`config.mk`:
```
export PLATFORM = sky130hd
export DESIGN_NAME = timer_555_prog
export DESIGN_NICKNAME = d
export VERILOG_FILES = /design/src/rtl/timer_555_prog.sv
export SDC_FILE = /design/constraint.sdc
export NUM_CORES = 1
export LEC_CHECK = 0
export CORE_MARGIN = 1
export CORE_UTILIZATION = 25
export DETAILED_ROUTE_END_ITERATION = 8
export SYNTH_ARGS = -nofsm -noshare
export SYNTH_HDL_FRONTEND = slang
export SYNTH_SLANG_ARGS = --single-unit
```
`constraint.sdc`:
```
create_clock -name clk -period 5.4 [get_ports clk]
set_input_delay 1.62 -clock clk [delete_from_list [all_inputs] [get_ports clk]]
set_output_delay 1.62 -clock clk [all_outputs]
set_load 0.02 [all_outputs]
```
`src/rtl/timer_555_prog.sv`:
```
// Programmable 555-style timer: astable square wave or monostable one-shot.
// Phase lengths live in shadow registers that can be reloaded while running.
module timer_555_prog #(
  parameter int CNT_W    = 16,
  parameter int DEF_HIGH = 10,
  parameter int DEF_LOW  = 10,
  parameter bit RETRIG   = 1'b0
) (
  input  logic             clk,
  input  logic             rst,
  input  logic             en,
  input  logic [1:0]       mode,
  input  logic             load,
  input  logic [CNT_W-1:0] high_time,
  input  logic [CNT_W-1:0] low_time,
  input  logic             trig,
  output logic             out,
  output logic             busy,
  output logic             period_done
);

  typedef enum logic [1:0] {
    IDLE,
    HIGH,
    LOW
  } state_t;

  localparam logic [CNT_W-1:0] ONE = CNT_W'(1);
  localparam logic [1:0] M_AST = 2'b01;
  localparam logic [1:0] M_MONO = 2'b10;

  state_t           state;
  logic [1:0]       mode_q;
  logic [CNT_W-1:0] cnt;
  logic [CNT_W-1:0] hi_reg;
  logic [CNT_W-1:0] lo_reg;
  logic [CNT_W-1:0] hi_in;
  logic [CNT_W-1:0] lo_in;
  logic [CNT_W-1:0] hi_len;
  logic [CNT_W-1:0] lo_len;
  logic             start;
  logic             abort;
  logic             retrig_hit;

  // Loaded values bypass the shadow regs on the same edge.
  always_comb begin
    hi_in  = (high_time == '0) ? ONE : high_time;
    lo_in  = (low_time == '0) ? ONE : low_time;
    hi_len = load ? hi_in : hi_reg;
    lo_len = load ? lo_in : lo_reg;
    start  = en & ((mode == M_AST) |
                   ((mode == M_MONO) & trig));
    abort  = ~en | (mode != mode_q);
    retrig_hit = RETRIG & (mode_q == M_MONO) & trig;
  end

  always_ff @(posedge clk or posedge rst) begin
    if (rst) begin
      state       <= IDLE;
      mode_q      <= 2'b00;
      cnt         <= '0;
      hi_reg      <= CNT_W'(DEF_HIGH);
      lo_reg      <= CNT_W'(DEF_LOW);
      out         <= 1'b0;
      busy        <= 1'b0;
      period_done <= 1'b0;
    end else begin
      period_done <= 1'b0;
      if (load) begin
        hi_reg <= hi_in;
        lo_reg <= lo_in;
      end
      unique case (state)
        IDLE: begin
          if (start) begin
            state  <= HIGH;
            cnt    <= hi_len - ONE;
            mode_q <= mode;
            out    <= 1'b1;
            busy   <= 1'b1;
          end
        end
        HIGH: begin
          if (abort) begin
            state <= IDLE;
            cnt   <= '0;
            out   <= 1'b0;
            busy  <= 1'b0;
          end else if (retrig_hit) begin
            cnt <= hi_len - ONE;
          end else if (cnt == '0) begin
            out <= 1'b0;
            if (mode_q == M_AST) begin
              state <= LOW;
              cnt   <= lo_len - ONE;
            end else begin
              state       <= IDLE;
              busy        <= 1'b0;
              period_done <= 1'b1;
            end
          end else begin
            cnt <= cnt - ONE;
          end
        end
        LOW: begin
          if (abort) begin
            state <= IDLE;
            cnt   <= '0;
            out   <= 1'b0;
            busy  <= 1'b0;
          end else if (cnt == '0) begin
            state       <= HIGH;
            cnt         <= hi_len - ONE;
            out         <= 1'b1;
            period_done <= 1'b1;
          end else begin
            cnt <= cnt - ONE;
          end
        end
        default: begin
          state <= IDLE;
          cnt   <= '0;
          out   <= 1'b0;
          busy  <= 1'b0;
        end
      endcase
    end
  end

endmodule
```
Yosys cells after proc, flatten, opt, wreduce, memory -nomap -nowiden --
Index checks and enable logic that the tools add are counted.
Operators by class: add/sub/neg operators 3, equal/unequal tests 12, mux-type cells 35, bitwise logic cells 5, reductions and logical operators 8
Operators by type and width (count):
- 2-to-1 mux 16 bit | 10
- logical NOT 16 bit | 3
- case mux 16 bit (3 select lines) | 1
- subtractor 16 x 1 -> 16 bit (second input constant) | 3
- 2-to-1 mux 1 bit | 14
- 2-to-1 mux 2 bit | 6
- != test 3 bit (second input constant) | 3
- equality test 2 x 1 -> 1 bit (second input constant) | 3
- case mux 1 bit (3 select lines) | 2
- case mux 2 bit (3 select lines) | 1
- equality test 2 bit (second input constant) | 2
- != test 2 bit (second input constant) | 2
- != test 4 bit (second input constant) | 1
- AND reduction 2 bit | 2
- AND reduction 4 bit | 1
- AND reduction 3 bit | 1
- AND 1 bit | 2
- logical NOT 2 bit | 1
- != test 2 bit | 1
- bitwise OR 1 bit | 2
- case mux 1 bit (2 select lines) | 1
- inverter 1 bit | 1
Storage, ports and cells: register bits 55, bits of input ports 39, output and inout port bits 3, logic and storage cells 71

Logic depth before layout (Yosys ltp) --
Gate-level depths: netlist (run 1).
word-level depth 8, depth in mapped cells 12

Least setup slack after synthesis (run 1) --
OpenSTA, ideal clock, no wires.
path kind input -> register, from input port low_time[4], to register cnt[14], data arrival time 4.078 ns, required time 5.271 ns, setup slack 1.193 ns, cell stages on the path 11, path buffers 0, cells stage by stage nor4_1 nand3_1 or4_2 a31oi_1 inv_1 ha_1 o21ai_1 nor4_2 xor2_1 a221oi_1 o31ai_1
On the way: word-level cells in the longest chain between the ends 8
Ends and longest elaborated chain:
- start, declared | RTL line 15 | input logic [CNT_W-1:0] low_time,
- logical NOT 16 bit | RTL line 48 | lo_in = (low_time == '0) ? ONE : low_time;
- 2-to-1 mux 16 bit | RTL line 48
- 2-to-1 mux 16 bit
- via lo_len[0] | RTL line 40 | logic [CNT_W-1:0] lo_len;
- subtractor 16 x 1 -> 16 bit | RTL line 95 | cnt <= lo_len - ONE;
- 2-to-1 mux 16 bit | RTL line 93 | if (mode_q == M_AST) begin
- 2-to-1 mux 16 bit | RTL line 91 | end else if (cnt == '0) begin
- 2-to-1 mux 16 bit | RTL line 84 | if (abort) begin
- case mux 16 bit (3 select lines) | RTL line 73 | unique case (state)
- end signal, assigned | RTL line 77 | cnt <= hi_len - ONE;
- end signal, assigned | RTL line 90 | cnt <= hi_len - ONE;
- end signal, assigned | RTL line 95
- end, declared | RTL line 34 | logic [CNT_W-1:0] cnt;
The timed path passes the listed nets, and every way through them passes these cells. The select of a mux whose other input is x is not followed. A chain may end at the register's enable or synchronous reset.

Worst setup path after layout (run 1) --
from input port low_time[9], to register cnt[14]
Same word-level chain as after synthesis.

==> impl_metrics.json, run 1 <==
{
  "outcome": "completed",
  "hold_buffers": 0,
  "num-nets-final": 481,
  "dieArea_um2": 15400,
  "io_buffers": 41,
  "whs_ns": 0.521,
  "final-setup-viol-count": 0,
  "vias_per_cell": 5.30,
  "worstSetupPathType": "in2reg",
  "setup.worst_path.end_class": "flip-flop",
  "async_flop_share_pct": 100,
  "cts_tree": "done",
  "path_cells": "clkdlybuf4s50_1 -> nor4_1 -> nand3_1 -> or4_2 -> a31oi_1 -> inv_1 -> ha_1 -> o21ai_1 -> nor4_2 -> xor2_1 -> a221oi_1 -> o31ai_1",
  "final.min_clock_period_ns": 4.75,
  "cts-root-buf": "clkbuf_16",
  "rsz0062_at_grt": "no",
  "synth_cell_types": 66,
  "place_area_um2": 4320,
  "antenna_found_initial": 0,
  "diodes": 0,
  "area_growth_pct": 19.7,
  "synth_most_common_cell": "dfrtp_1",
  "cpLargestDelayFamily": "simple AND/OR/NAND/NOR gates",
  "drtIter0Drc": 194,
  "cp.arrival_ns": 4.91,
  "rows": 44,
  "power_mw": 1.58,
  "ant_nets": 0,
  "drc": 0,
  "grt_pass1_wl_mm": 16.8,
  "mappedNetlistArea_um2": 3730,
  "synth_seq_cells": 55,
  "grt_pass1_vias": 3340,
  "yosysTopAreaCellShare_pct": 34.2,
  "hpwl_mm": 7.84,
  "layout-drive-gt1-share_pct": 13.3,
  "wl_per_cell_um": 16.9,
  "fmax_mhz": 211,
  "synth-seq-area-share_pct": 37.0,
  "hold_viol": 0,
  "synth_top_cell_by_area": "dfrtp_1",
  "fin_worst_skew_ns": 0.0129,
  "critical_path_cell_count": 12,
  "ys_warn_count": 0,
  "grt_usage_pct": 14.3,
  "cts_buffers": 5,
  "clkTransAtPathRegs_ns": 0.08,
  "clock_latency_ns": 0.30,
  "grt_max_degree": 34,
  "firstDrtPassIters": 6,
  "slowest_delay_ns": 0.65,
  "holdCritPathClass": "reg2reg",
  "clock_sinks": 55,
  "io-pin-count": 42,
  "path_buf_inv": 2,
  "vias": 3281,
  "fp.dieH_um": 124,
  "synth_edf_count": 0,
  "worstPathRequired_ns": 5.57,
  "fill_cells": 1529,
  "cts_max_path_buffers": 2,
  "avgSynthCellArea_um2": 9.47,
  "syn-num-nets": 441,
  "maxCapViolCount": 0,
  "setup.worst_path.start_class": "input port",
  "r2r_slack_ns": 2.61,
  "tightest_slew_ns": 0.977,
  "setup_tns_ns": 0,
  "h-tree-depth": 2,
  "die_w_um": 124,
  "p_leak_nw": 1.73,
  "place.gp.congestion": 0.913,
  "crit_start": "low_time[9]",
  "p_per_area_nw_per_um2": 353,
  "ys.flop_type": "dfrtp_1",
  "synthCells": 394,
  "period_share_pct": 87.9,
  "netlist_top_cells_area": "dfrtp_1 (34%), mux2_2 (5.7%), xnor2_1 (3.5%)",
  "grt_overflow": 0,
  "slowest_stage": "or4_2",
  "slew_headroom_pct": 34.8,
  "post-cts-setup-buffer-count": 0,
  "cts_resized": 0,
  "drt_wl_total_mm": 10.4,
  "crit_fanout": 7,
  "r2r_end": "out",
  "crit_path_end": "cnt[14]",
  "r2r_cells": 7,
  "start_util_pct": 25.7,
  "finalInstanceArea_um2": 4470,
  "drv_slew": 0,
  "ir_drop_v": 0.000129,
  "core_um2": 14500,
  "yosys-top-cells-count": "dfrtp_1 (51), nand2_1 (26), inv_1 (25), nor2_1 (25)",
  "r2r-start": "cnt[0]"
}
[worst reg2reg max path, delay by kind of cell (launching register included)]
| kind | cells | cell delay [ns] |
|---|---|---|
| buffers and inverters | 1 | 0.12 |
| AO/OA/AOI/OAI | 1 | 0.55 |
| adder cells (fa/ha/maj) | 1 | 0.15 |
| AND/OR/NAND/NOR | 3 | 1.10 |
| multiplexers | 1 | 0.32 |
| flip-flops | 1 | 0.43 |
[worst min path at each step]
stage | startpoint | cells past startpoint | endpoint
final | hi_reg[15] | 1 | hi_reg[15]
after global routing | hi_reg[15] | 1 | hi_reg[15]
after CTS | hi_reg[15] | 1 | hi_reg[15]
after detailed placement | hi_reg[15] | 1 | hi_reg[15]
after global placement | hi_reg[15] | 1 | hi_reg[15]
after floorplan | lo_reg[13] | 2 | lo_reg[13]
[logic make-up after synthesis]
logic type / synth area share [%]
simple gates: 20.8
xor+xnor: 6.81
fa+ha+maj: 2.68
compound gates: 19.0
mux: 9.23
buf+inv: 4.46
flops: 37.0
[cell type report]
cell class | count | area [um^2] | area share (%)
Multi-Input combinational cell | 302 | 2180 | 48.9
Sequential cell | 55 | 1380 | 30.9
Timing Repair Buffer | 45 | 435 | 9.75
Tap cell | 184 | 230 | 5.16
Clock buffer | 6 | 129 | 2.89
Inverter | 25 | 93.8 | 2.10
Clock inverter | 2 | 13.8 | 0.308
[metal layers]
layer	wire length (um)	track usage, %	part of all wire, %	vias up
met1	4900	18.8	47	1607
li1	-	-	-	1557
met4	178	4.24	1.7	0
met2	4830	23.6	46	100
met3	533	2.70	5.1	17
met5	0	0	0	-
[layout by cell type (no fill, tap or decap), drive strengths merged, types with 4 or more instances in the layout]
| master | synthesis | routed |
|---|---|---|
| mux2i | 13 | 13 |
| xor2 | 14 | 14 |
| mux2 | 19 | 19 |
| a21o | 4 | 4 |
| a211oi | 5 | 5 |
| xnor2 | 15 | 15 |
| nor2 | 26 | 26 |
| buf | 9 | 5 |
| nor4b | 4 | 4 |
| nor3b | 4 | 4 |
| nand4 | 5 | 5 |
| a221oi | 8 | 8 |
| o31ai | 6 | 6 |
| ha | 8 | 8 |
| nand2b | 4 | 4 |
| a21oi | 17 | 17 |
| clkbuf | 3 | 6 |
| or4 | 6 | 6 |
| o22ai | 4 | 4 |
| nand3 | 10 | 10 |
| nor3 | 19 | 19 |
| a32oi | 5 | 5 |
| dfrtp | 51 | 51 |
| a31oi | 4 | 4 |
| dfstp | 4 | 4 |
| inv | 25 | 25 |
| clkdlybuf4s50 | 0 | 40 |
| o211ai | 5 | 5 |
| nor4 | 14 | 14 |
| nand2 | 27 | 27 |
| o21ai | 24 | 24 |
[power breakdown]
group | internal (mW) | leakage (nW) | switching [mW] | total, mW
Clock | 0.173 | 0.0708 | 0.154 | 0.326
Combinational | 0.264 | 0.999 | 0.388 | 0.652
Sequential | 0.503 | 0.658 | 0.0966 | 0.599
[metrics by stage]
stage	std cells	util, %	worst slack (ns)
after floorplan	394	-	1.19
after global placement	611	29.7	0.495
after detailed placement	611	29.7	0.380
after CTS	619	30.7	0.687
after global routing	619	30.7	0.415
final	619	30.7	0.653
No activity file was read; power rests on OpenSTA's default activity.
==> run 2, diff against run 1 <==
--- a/config.mk
+++ b/config.mk
@@ -5,9 +5,12 @@
 export SDC_FILE = /design/constraint.sdc
 export NUM_CORES = 1
 export LEC_CHECK = 0
+export CAP_MARGIN = 5
 export CORE_MARGIN = 1
 export CORE_UTILIZATION = 25
 export DETAILED_ROUTE_END_ITERATION = 8
+export SETUP_SLACK_MARGIN = 0.05
+export SKIP_LAST_GASP = 1
 export SYNTH_ARGS = -nofsm -noshare
 export SYNTH_HDL_FRONTEND = slang
 export SYNTH_SLANG_ARGS = --single-unit
==> results of run 2 <==
No change in the layout: final DEF, timing and power equal those of run 1.
==> run 3, diff against run 2 <==
--- a/config.mk
+++ b/config.mk
@@ -6,7 +6,6 @@
 export NUM_CORES = 1
 export LEC_CHECK = 0
 export CAP_MARGIN = 5
-export CORE_MARGIN = 1
 export CORE_UTILIZATION = 25
 export DETAILED_ROUTE_END_ITERATION = 8
 export SETUP_SLACK_MARGIN = 0.05
==> results of run 3 <==
No change in the layout: final DEF, timing and power equal those of run 1.
